==> src/rtl/uart_aes_frame_loader_pkg.sv <==
// Shared types and constants for the UART-to-AES frame loader.
// States, error codes and the default command bytes live here.
package uart_aes_pkg;

    typedef enum logic [1:0] {
        IDLE    = 2'd0,
        COLLECT = 2'd1,
        HOLD    = 2'd2
    } fsm_t;

    typedef enum logic [1:0] {
        ERR_NONE    = 2'b00,
        ERR_CMD     = 2'b01,
        ERR_TIMEOUT = 2'b10,
        ERR_OVERRUN = 2'b11
    } err_t;

    localparam logic [7:0] CMD_KEY_DEF = 8'h4B;
    localparam logic [7:0] CMD_PT_DEF  = 8'h50;

endpackage

==> src/rtl/uart_aes_frame_loader_gap_timer.sv <==
// Inter-byte gap counter: counts enabled cycles since the last clear and
// flags the terminal count, TIMEOUT_CYCLES-1.
module uart_gap_timer #(
    parameter logic [23:0] TIMEOUT_CYCLES = 24'd4096
) (
    input  logic clk,
    input  logic rst_n,
    input  logic clear,
    input  logic enable,
    output logic terminal
);

    logic [23:0] count;

    always_ff @(posedge clk or negedge rst_n) begin
        if (!rst_n) begin
            count <= 24'd0;
        end else if (clear) begin
            count <= 24'd0;
        end else if (enable) begin
            count <= count + 24'd1;
        end
    end

    // The owner leaves the counting state on terminal, so the count never wraps.
    assign terminal = (count == TIMEOUT_CYCLES - 24'd1);

endmodule

==> src/rtl/uart_aes_frame_loader.sv <==
// Parses UART command frames (1 command byte + 16 payload bytes) into one
// 128-bit key or plaintext word offered to the AES core with valid/ready.
module uart_aes_frame_loader
    import uart_aes_pkg::*;
#(
    parameter logic [7:0]  CMD_KEY        = CMD_KEY_DEF,
    parameter logic [7:0]  CMD_PT         = CMD_PT_DEF,
    parameter logic [23:0] TIMEOUT_CYCLES = 24'd4096
) (
    input  logic         uart_clock,
    input  logic         uart_reset,
    input  logic [7:0]   rx_data,
    input  logic         rx_valid,
    output logic [127:0] data_out,
    output logic         data_is_key,
    output logic         data_valid,
    input  logic         data_ready,
    output logic         err_pulse,
    output logic [1:0]   err_code,
    output logic         busy
);

    // Handshake: data_valid rises once a full frame is held and stays high,
    // with data_out/data_is_key stable, until the cycle where data_ready is
    // also high; the word transfers on that clock edge.

    fsm_t       state;
    err_t       err_q;
    logic       rx_valid_d;
    logic       accept;
    logic [3:0] byte_cnt;
    logic       gap_term;

    always_ff @(posedge uart_clock or negedge uart_reset) begin
        if (!uart_reset) begin
            rx_valid_d <= 1'b0;
        end else begin
            rx_valid_d <= rx_valid;
        end
    end

    // rx_valid is a level; only its rising edge counts as a new byte.
    assign accept = rx_valid & ~rx_valid_d;

    uart_gap_timer #(
        .TIMEOUT_CYCLES(TIMEOUT_CYCLES)
    ) u_gap_timer (
        .clk      (uart_clock),
        .rst_n    (uart_reset),
        .clear    (accept | (state != COLLECT)),
        .enable   (state == COLLECT),
        .terminal (gap_term)
    );

    always_ff @(posedge uart_clock or negedge uart_reset) begin
        if (!uart_reset) begin
            state       <= IDLE;
            data_out    <= 128'd0;
            data_is_key <= 1'b0;
            data_valid  <= 1'b0;
            err_pulse   <= 1'b0;
            err_q       <= ERR_NONE;
            busy        <= 1'b0;
            byte_cnt    <= 4'd0;
        end else begin
            err_pulse <= 1'b0;
            case (state)
                IDLE: begin
                    if (accept) begin
                        if (rx_data == CMD_KEY || rx_data == CMD_PT) begin
                            data_is_key <= (rx_data == CMD_KEY);
                            byte_cnt    <= 4'd0;
                            state       <= COLLECT;
                            busy        <= 1'b1;
                        end else begin
                            err_pulse <= 1'b1;
                            err_q     <= ERR_CMD;
                        end
                    end
                end
                COLLECT: begin
                    // An accept in the terminal cycle wins over the timeout.
                    if (accept) begin
                        data_out <= {data_out[119:0], rx_data};
                        byte_cnt <= byte_cnt + 4'd1;
                        if (byte_cnt == 4'd15) begin
                            state      <= HOLD;
                            data_valid <= 1'b1;
                        end
                    end else if (gap_term) begin
                        err_pulse <= 1'b1;
                        err_q     <= ERR_TIMEOUT;
                        state     <= IDLE;
                        busy      <= 1'b0;
                    end
                end
                HOLD: begin
                    if (accept) begin
                        err_pulse <= 1'b1;
                        err_q     <= ERR_OVERRUN;
                    end
                    if (data_ready) begin
                        data_valid <= 1'b0;
                        state      <= IDLE;
                        busy       <= 1'b0;
                    end
                end
                default: begin
                    state      <= IDLE;
                    data_valid <= 1'b0;
                    busy       <= 1'b0;
                end
            endcase
        end
    end

    assign err_code = err_q;

endmodule

==> config.mk <==
export PLATFORM = sky130hd
export DESIGN_NAME = uart_aes_frame_loader
export DESIGN_NICKNAME = d
export VERILOG_FILES = /design/src/rtl/uart_aes_frame_loader_pkg.sv /design/src/rtl/uart_aes_frame_loader_gap_timer.sv /design/src/rtl/uart_aes_frame_loader.sv
export SDC_FILE = /design/constraint.sdc
export NUM_CORES = 1
export LEC_CHECK = 0
export CAP_MARGIN = 40
export CORE_AREA = 2 2 163 101
export DETAILED_ROUTE_END_ITERATION = 7
export DIE_AREA = 0 0 165 103
export GPL_ROUTABILITY_DRIVEN = 0
export HOLD_SLACK_MARGIN = 0.03
export MAX_ROUTING_LAYER = met4
export PLACE_DENSITY = 0.85
export SLEW_MARGIN = 0
export SYNTH_ARGS = -nofsm -noshare
export SYNTH_HDL_FRONTEND = slang
export SYNTH_HIERARCHICAL = 1
export SYNTH_SLANG_ARGS = --single-unit
==> constraint.sdc <==
create_clock -name uart_clock -period 2.2 [get_ports uart_clock]
set_input_delay 0.44 -clock uart_clock [delete_from_list [all_inputs] [get_ports uart_clock]]
set_output_delay 0.44 -clock uart_clock [all_outputs]
set_load 0.005 [all_outputs]
# Word-level counts from Yosys, hierarchy flattened
# Index checks and enable logic that the tools add are counted.
# totals
register_bits	165
elab_cells	80
out_inout_bits	134
inputBits	12
# op_classes
eq_ne	18
muxes	34
reduce_logical	12
n_addsub	2
bitwise_logic	4
# ops
op	count
$mux 24	2
$add 24x1->24 const B	1
$eq 24x12->1 const B	1
$mux 2	11
$ne 2x2->1 const B	9
$eq 8x7->1 const B	2
$mux 1	12
$mux 4	3
$pmux 2 s3	2
$reduce_and 5->1	2
$pmux 1 s3	3
$pmux 4 s2	1
$reduce_and 4->1	2
$ne 3x3->1 const B	2
$reduce_and 6->1	1
$add 4x1->4 const B	1
$eq 4x4->1 const B	1
$reduce_bool 2->1	2
$reduce_and 3->1	1
$reduce_bool 3->1	1
$eq 2x1->1 const B	1
$eq 2x2->1 const B	1
$logic_not 2->1	1
$ne 2x1->1 const B	1
5 further kinds	6

# Logic depth before layout (Yosys ltp)
# logic_depth
word_depth	5
mapped_depth	9
mapped_depth_nobuf	7

# Cells and area by module
# The synthesis kept the hierarchy.
# by_module_without_submodules
mod	seq_area_each_um2	n_inst	area_each_um2	cells_per_inst
uart_aes_frame_loader	3528.4	1	5677.9	360
uart_gap_timer	600.6	1	1315.0	136

# Worst setup path before layout
# OpenSTA, ideal clock, no wires.
# synth_path
path_kind	register -> register
start	reg state[1]
end	reg u_gap_timer.count[23]
required_ns	2.075
stages_incl_launch_ff	10
setup_slack_ns	-0.179
synth_period_minus_slack_ns	2.379
path_buffers	2
setup_time_ns	0.125
arrival_time_ns	2.255
cell_sequence	dfrtp_1 > inv_1 > ha_1 > clkbuf_1 > nand2_1 > buf_6 > o2111ai_2 > or3_1 > nor3_1 > mux2_2
# synth_between
elab_chain_cells	3
elab_cells_between_ends	5
cone_classes	eq/ne: 2; mux: 1; bitwise: 1; reduce/logical: 1
# synth_rtl
element	line_no	text
from (decl)	uart_aes_frame_loader.sv:27	fsm_t state;
from (signal assigned)	uart_aes_frame_loader.sv:57	state <= IDLE;
from (signal assigned)	uart_aes_frame_loader.sv:73	state <= COLLECT;
from (signal assigned)	uart_aes_frame_loader.sv:87	state <= HOLD;
$ne 2x1->1	uart_aes_frame_loader.sv:50	.clear (accept | (state != COLLECT)),
$or 1x1->1	uart_aes_frame_loader.sv:50	
$mux 24 / $reduce_bool 2->1 (equally long branches)	-	
to (signal assigned)	uart_aes_frame_loader_gap_timer.sv:21	count <= count + 24'd1;
to (decl)	uart_aes_frame_loader_gap_timer.sv:13	logic [23:0] count;
# Several ways; a longest one is shown, not always the timed one.
# A chain may end at the register's enable or synchronous reset.

# Worst setup path after layout
# layout_path
start	reg u_gap_timer.count[22]
end	reg err_q[1], in the netlist err_code[1]
# layout_between
elab_chain_cells	3
# layout_rtl
element	line_no	text
$eq 24x12->1	uart_aes_frame_loader_gap_timer.sv:26	assign terminal = (count == TIMEOUT_CYCLES - 24'd1);
named net gap_term	uart_aes_frame_loader.sv:32	logic gap_term;
$ne 2x2->1 (no source line)	-	
$reduce_and 6->1 (no source line)	-	
to (signal assigned)	uart_aes_frame_loader.sv:62	err_q <= ERR_NONE;
to (signal assigned)	uart_aes_frame_loader.sv:77	err_q <= ERR_CMD;
to (signal assigned)	uart_aes_frame_loader.sv:92	err_q <= ERR_TIMEOUT;
to (decl)	uart_aes_frame_loader.sv:28	err_t err_q;
# The timed path passes the listed nets, and every way through them passes these cells.

==> metrics.md <==
| Metric | Value |
|---|---|
| Switching pwr | 0.00152 W |
| DR DRC count | 0 |
| Nets@finish | 687 |
| Worst Clk Skew | 0.0115 ns |
| Switching Fraction | 23.1% |
| Final wirelength | 15.9 mm |
| Worst-skew pair later-pin latency | 0.42 ns |
| Synth top area share | 59.0% |
| Simple-gate share of the synthesized area | 8.64% |
| Hold Crit Start | data_out[123]$_DFFE_PN0P_ |
| Status | finished clean |
| Mux share of post-synthesis cell area | 21.4% |
| Largest net degree at the start of global routing | 63 |
| Share of cells above drive strength 1 | 29.8% |
| Hold depth | 1 |
| Fin util | 60.4% |
| Relative slew slack | 61.5% |
| H-tree Lvls | 4 |
| P_int | 0.00504 W |
| Largest family of logic cells by synthesized area | multiplexers |
| Post-synthesis cell type with the largest combined area | dfrtp_1 |
| Worst vdd ir | 0.000584 V |
| ANT nets after route | 0 |
| Quantity of I/O buffers inserted on ports | 145 |
| Vias | 4648 |
| Fin worst setup slack | 0.0785 ns |
| Register area share after synthesis | 59.0% |
| Seq pwr share | 48.6% |
| Worst-Margin Slew | 0.577 ns |
| Chip Width | 165 µm |
| Setup CP Type | reg -> reg |
| Area grow syn2layout | 35.7% |
| Area contributors post-synth | dfrtp_1 (59%), mux2_2 (18%), mux2_1 (2.7%) |
| Pre-CTS setup slack | -0.288 ns |
| Finished Cell Area | 9490 µm² |
| Type of the most critical hold path | reg -> reg |
| Pleak | 4.38 nW |
| Fin cells | 890 |
| WL/cell | 17.8 µm |
| Seq cells post-synth | 165 |
| DP Area | 8860 µm² |
| Final HPWL DP | 11.2 mm |
| Syn nets | 515 |
| Startpoint types | register |
| Remaining Overflow, GRT | 0 |
| Pre-antenna DRT Iters | 4 |
| Highest routed layer | met4 |
| Syn Inst Count | 496 |
| CP Data Arrival Time | 2.42 ns |
| Buf+Inv Stages, Crit Path | 1 |
| Critical path launch point | u_gap_timer/count[22]$_DFFE_PN0P_ |
| Chip height | 103 µm |
| Initial antenna violation count | 0 |
| Root Buffer | clkbuf_16 |
| Setup Buffers After CTS | 0 |
| CP Data Required Time | 2.50 ns |
| Final setup vio count | 0 |
| CP top delay family | simple AND/OR/NAND/NOR gates |
| Clock network power share | 43.4% |
| Sequence of cells on the critical path | nor4_4 > nand3_2 > nor4_4 > inv_1 > o21ai_2 > o2111ai_2 > mux2_4 |
| Xor/xnor share of the synthesized area | 1.38% |
| DR WL met2 | 7.60 mm |
| TritonCTS clock tree | yes |
| Gr usage total | 20.2% |
| Slew Viols, Final | 0 |
| Yosys warns | 6 |
| Post-Syn Area | 6990 µm² |
| Comb pwr share | 8.1% |
| Core box area | 15700 µm² |
| Power per Cell Area | 692 nW/µm² |
| Most used cell, CP | nor4_4 |
| Met1 WL | 6.88 mm |
| CP Capture Type | register |
| Synth Area in Compound Gates | 4.96% |
| Ant. Diodes | 0 |
| Initial core utilization | 44.5% |
| CP Depth | 7 |
| Routed wl met3 | 1.30 mm |
| Worst path slowest cell | dfrtp_1 |
| Placed insts | 857 |
| Top Ports | 146 |
| Vias in the first global route | 4984 |
| Post-Synth Adder-Cell Area | 1.25% |
| Clock sink count | 165 |
| Vias per inst | 5.22 |
| Worst R2R Start | u_gap_timer/count[22]$_DFFE_PN0P_ |
| Max Fanout on Critical Path | 4 |
| Period utilization | 96.4% |
| Rows | 36 |
| Max-Cap Viols | 0 |
| R2R cell count | 7 |
| Num CTS Buffers | 17 |
| Synth Area per Inst | 14.1 µm² |
| Setup TNS | 0 ns |
| Post-synth cell types | 61 |
| Max stage delay on crit path | 0.44 ns |
| Die area | 17000 µm² |
| DRT iter0 DRCs | 208 |
| Worst-path clk slew | 0.06 ns |
| Tmin final | 2.12 ns |
| Fmax | 471 MHz |
| Fin. Hold Viols | 0 |
| Clock Path Buffers | 2 |
| Global-route wire length before repair | 25.6 mm |
metal layers:
layer  global-route usage, %  vias up
met5                       -        -
met4                    5.89        0
met3                    7.84        9
met2                    32.2      136
met1                    24.0     2356
li1                        -     2147
cell type report:
| type | instances | area, µm² |
|---|---|---|
| fillers | 1207 | 6230 |
| flip-flops and latches | 165 | 4130 |
| multi-input cells | 297 | 2730 |
| repair buffers | 177 | 1760 |
| clock buffers | 20 | 457 |
| well taps | 209 | 262 |
| clock inverters | 12 | 113 |
| inverters | 10 | 37.5 |
Yosys cell counts, drive strengths merged:
cell type and count:
o21ba 1, a32oi 2, o41ai 2, o21a 1, xor2 3, or4b 1, or2 1, nor3b 1
nor4b 2, or3 8, nor2b 5, and2 1, nand2b 1, nor3 5, and4 2, a211oi 1
a311o 1, and3 4, a22o 1, o211ai 2, nand3 13, o311ai 1, a211o 1, inv 10
a21boi 1, clkbuf 6, nand4b 1, ha 7, mux2i 2, nand3b 1, or4 2, xnor2 8
buf 18, o21ai 14, and4b 1, nand2 13, dfrtp 165, a2bb2oi 1, mux2 131, nor2 17
nand4 7, a41oi 1, nor4 9, o2111ai 5, a21oi 16
power groups by stage:
stage          sequential [W]  clock, W  combinational [W]
3_5_place_dp          0.00324         0           0.000527
6_report              0.00319   0.00285           0.000529
5_1_grt               0.00320   0.00308           0.000576
2_1_floorplan         0.00324         0           0.000213
4_1_cts               0.00319   0.00292           0.000536
3_3_place_gp          0.00323         0           0.000512
layout by cell type (no fill, tap or decap), types with 2 or more instances in the layout:
cell,synthesis,final
nand3_1,13,12
a32oi_1,2,2
clkbuf_16,0,17
clkdlybuf4s50_1,0,144
nor4b_4,2,2
inv_6,0,6
nor3_1,5,4
nor4_4,1,3
clkbuf_8,0,2
o41ai_1,2,2
clkinv_2,0,3
o2111ai_1,3,3
nor2b_1,4,4
nand4_1,6,6
mux2i_1,2,2
buf_4,1,26
xor2_1,3,3
ha_1,7,6
a21oi_1,16,16
o21ai_2,1,2
nand2_1,12,11
nor4_1,8,5
o21ai_0,12,11
and3_1,2,2
dfrtp_1,165,165
mux2_1,17,17
xnor2_1,8,8
clkinvlp_4,0,2
inv_1,10,10
nor2_1,17,17
or3_1,7,6
mux2_2,113,113
buf_12,0,5
o211ai_1,2,2
per-stage QoR:
step / total power (W) / hold WS (ns)
floorplan: 0.00345 / 0.144
global placement: 0.00375 / 0.455
detailed placement: 0.00377 / 0.465
CTS: 0.00665 / 0.500
global route: 0.00685 / 0.514
finish: 0.00656 / 0.494
path summary, 6_finish.rpt:
| kind | end | slack (ns) |
|---|---|---|
| min in group asynchronous | data_out[58]$_DFFE_PN0P_ | 0.58 |
| max reg2reg | err_code[1]$_DFFE_PN0P_ | 0.08 |
| min | data_out[123]$_DFFE_PN0P_ | 0.49 |
| min reg2reg | data_out[123]$_DFFE_PN0P_ | 0.49 |
| max | err_code[1]$_DFFE_PN0P_ | 0.08 |
| max in group asynchronous | err_code[0]$_DFFE_PN0P_ | 0.91 |
sequential cells by signal (all words and copies together) (netlist names), 2 cells and up:
signal,flops
err_code,2
u_gap_timer/count,24
byte_cnt,4
data_out,128
state,2
logic make-up after synthesis:
| logic type | after synthesis |
|---|---|
| xor+xnor | 11 |
| compound gates | 51 |
| mux | 133 |
| flops | 165 |
| simple gates | 95 |
| buf+inv | 34 |
| fa+ha+maj | 7 |
what timing repair did:
item,in CTS,in global routing
setup endpoints to repair,4,5
cloned,0,0
endpoints found under the hold margin,54,0
hold buffers,1,0
gates resized for setup,3,6
pin swaps,1,1
No activity file was read; power rests on OpenSTA's default activity.
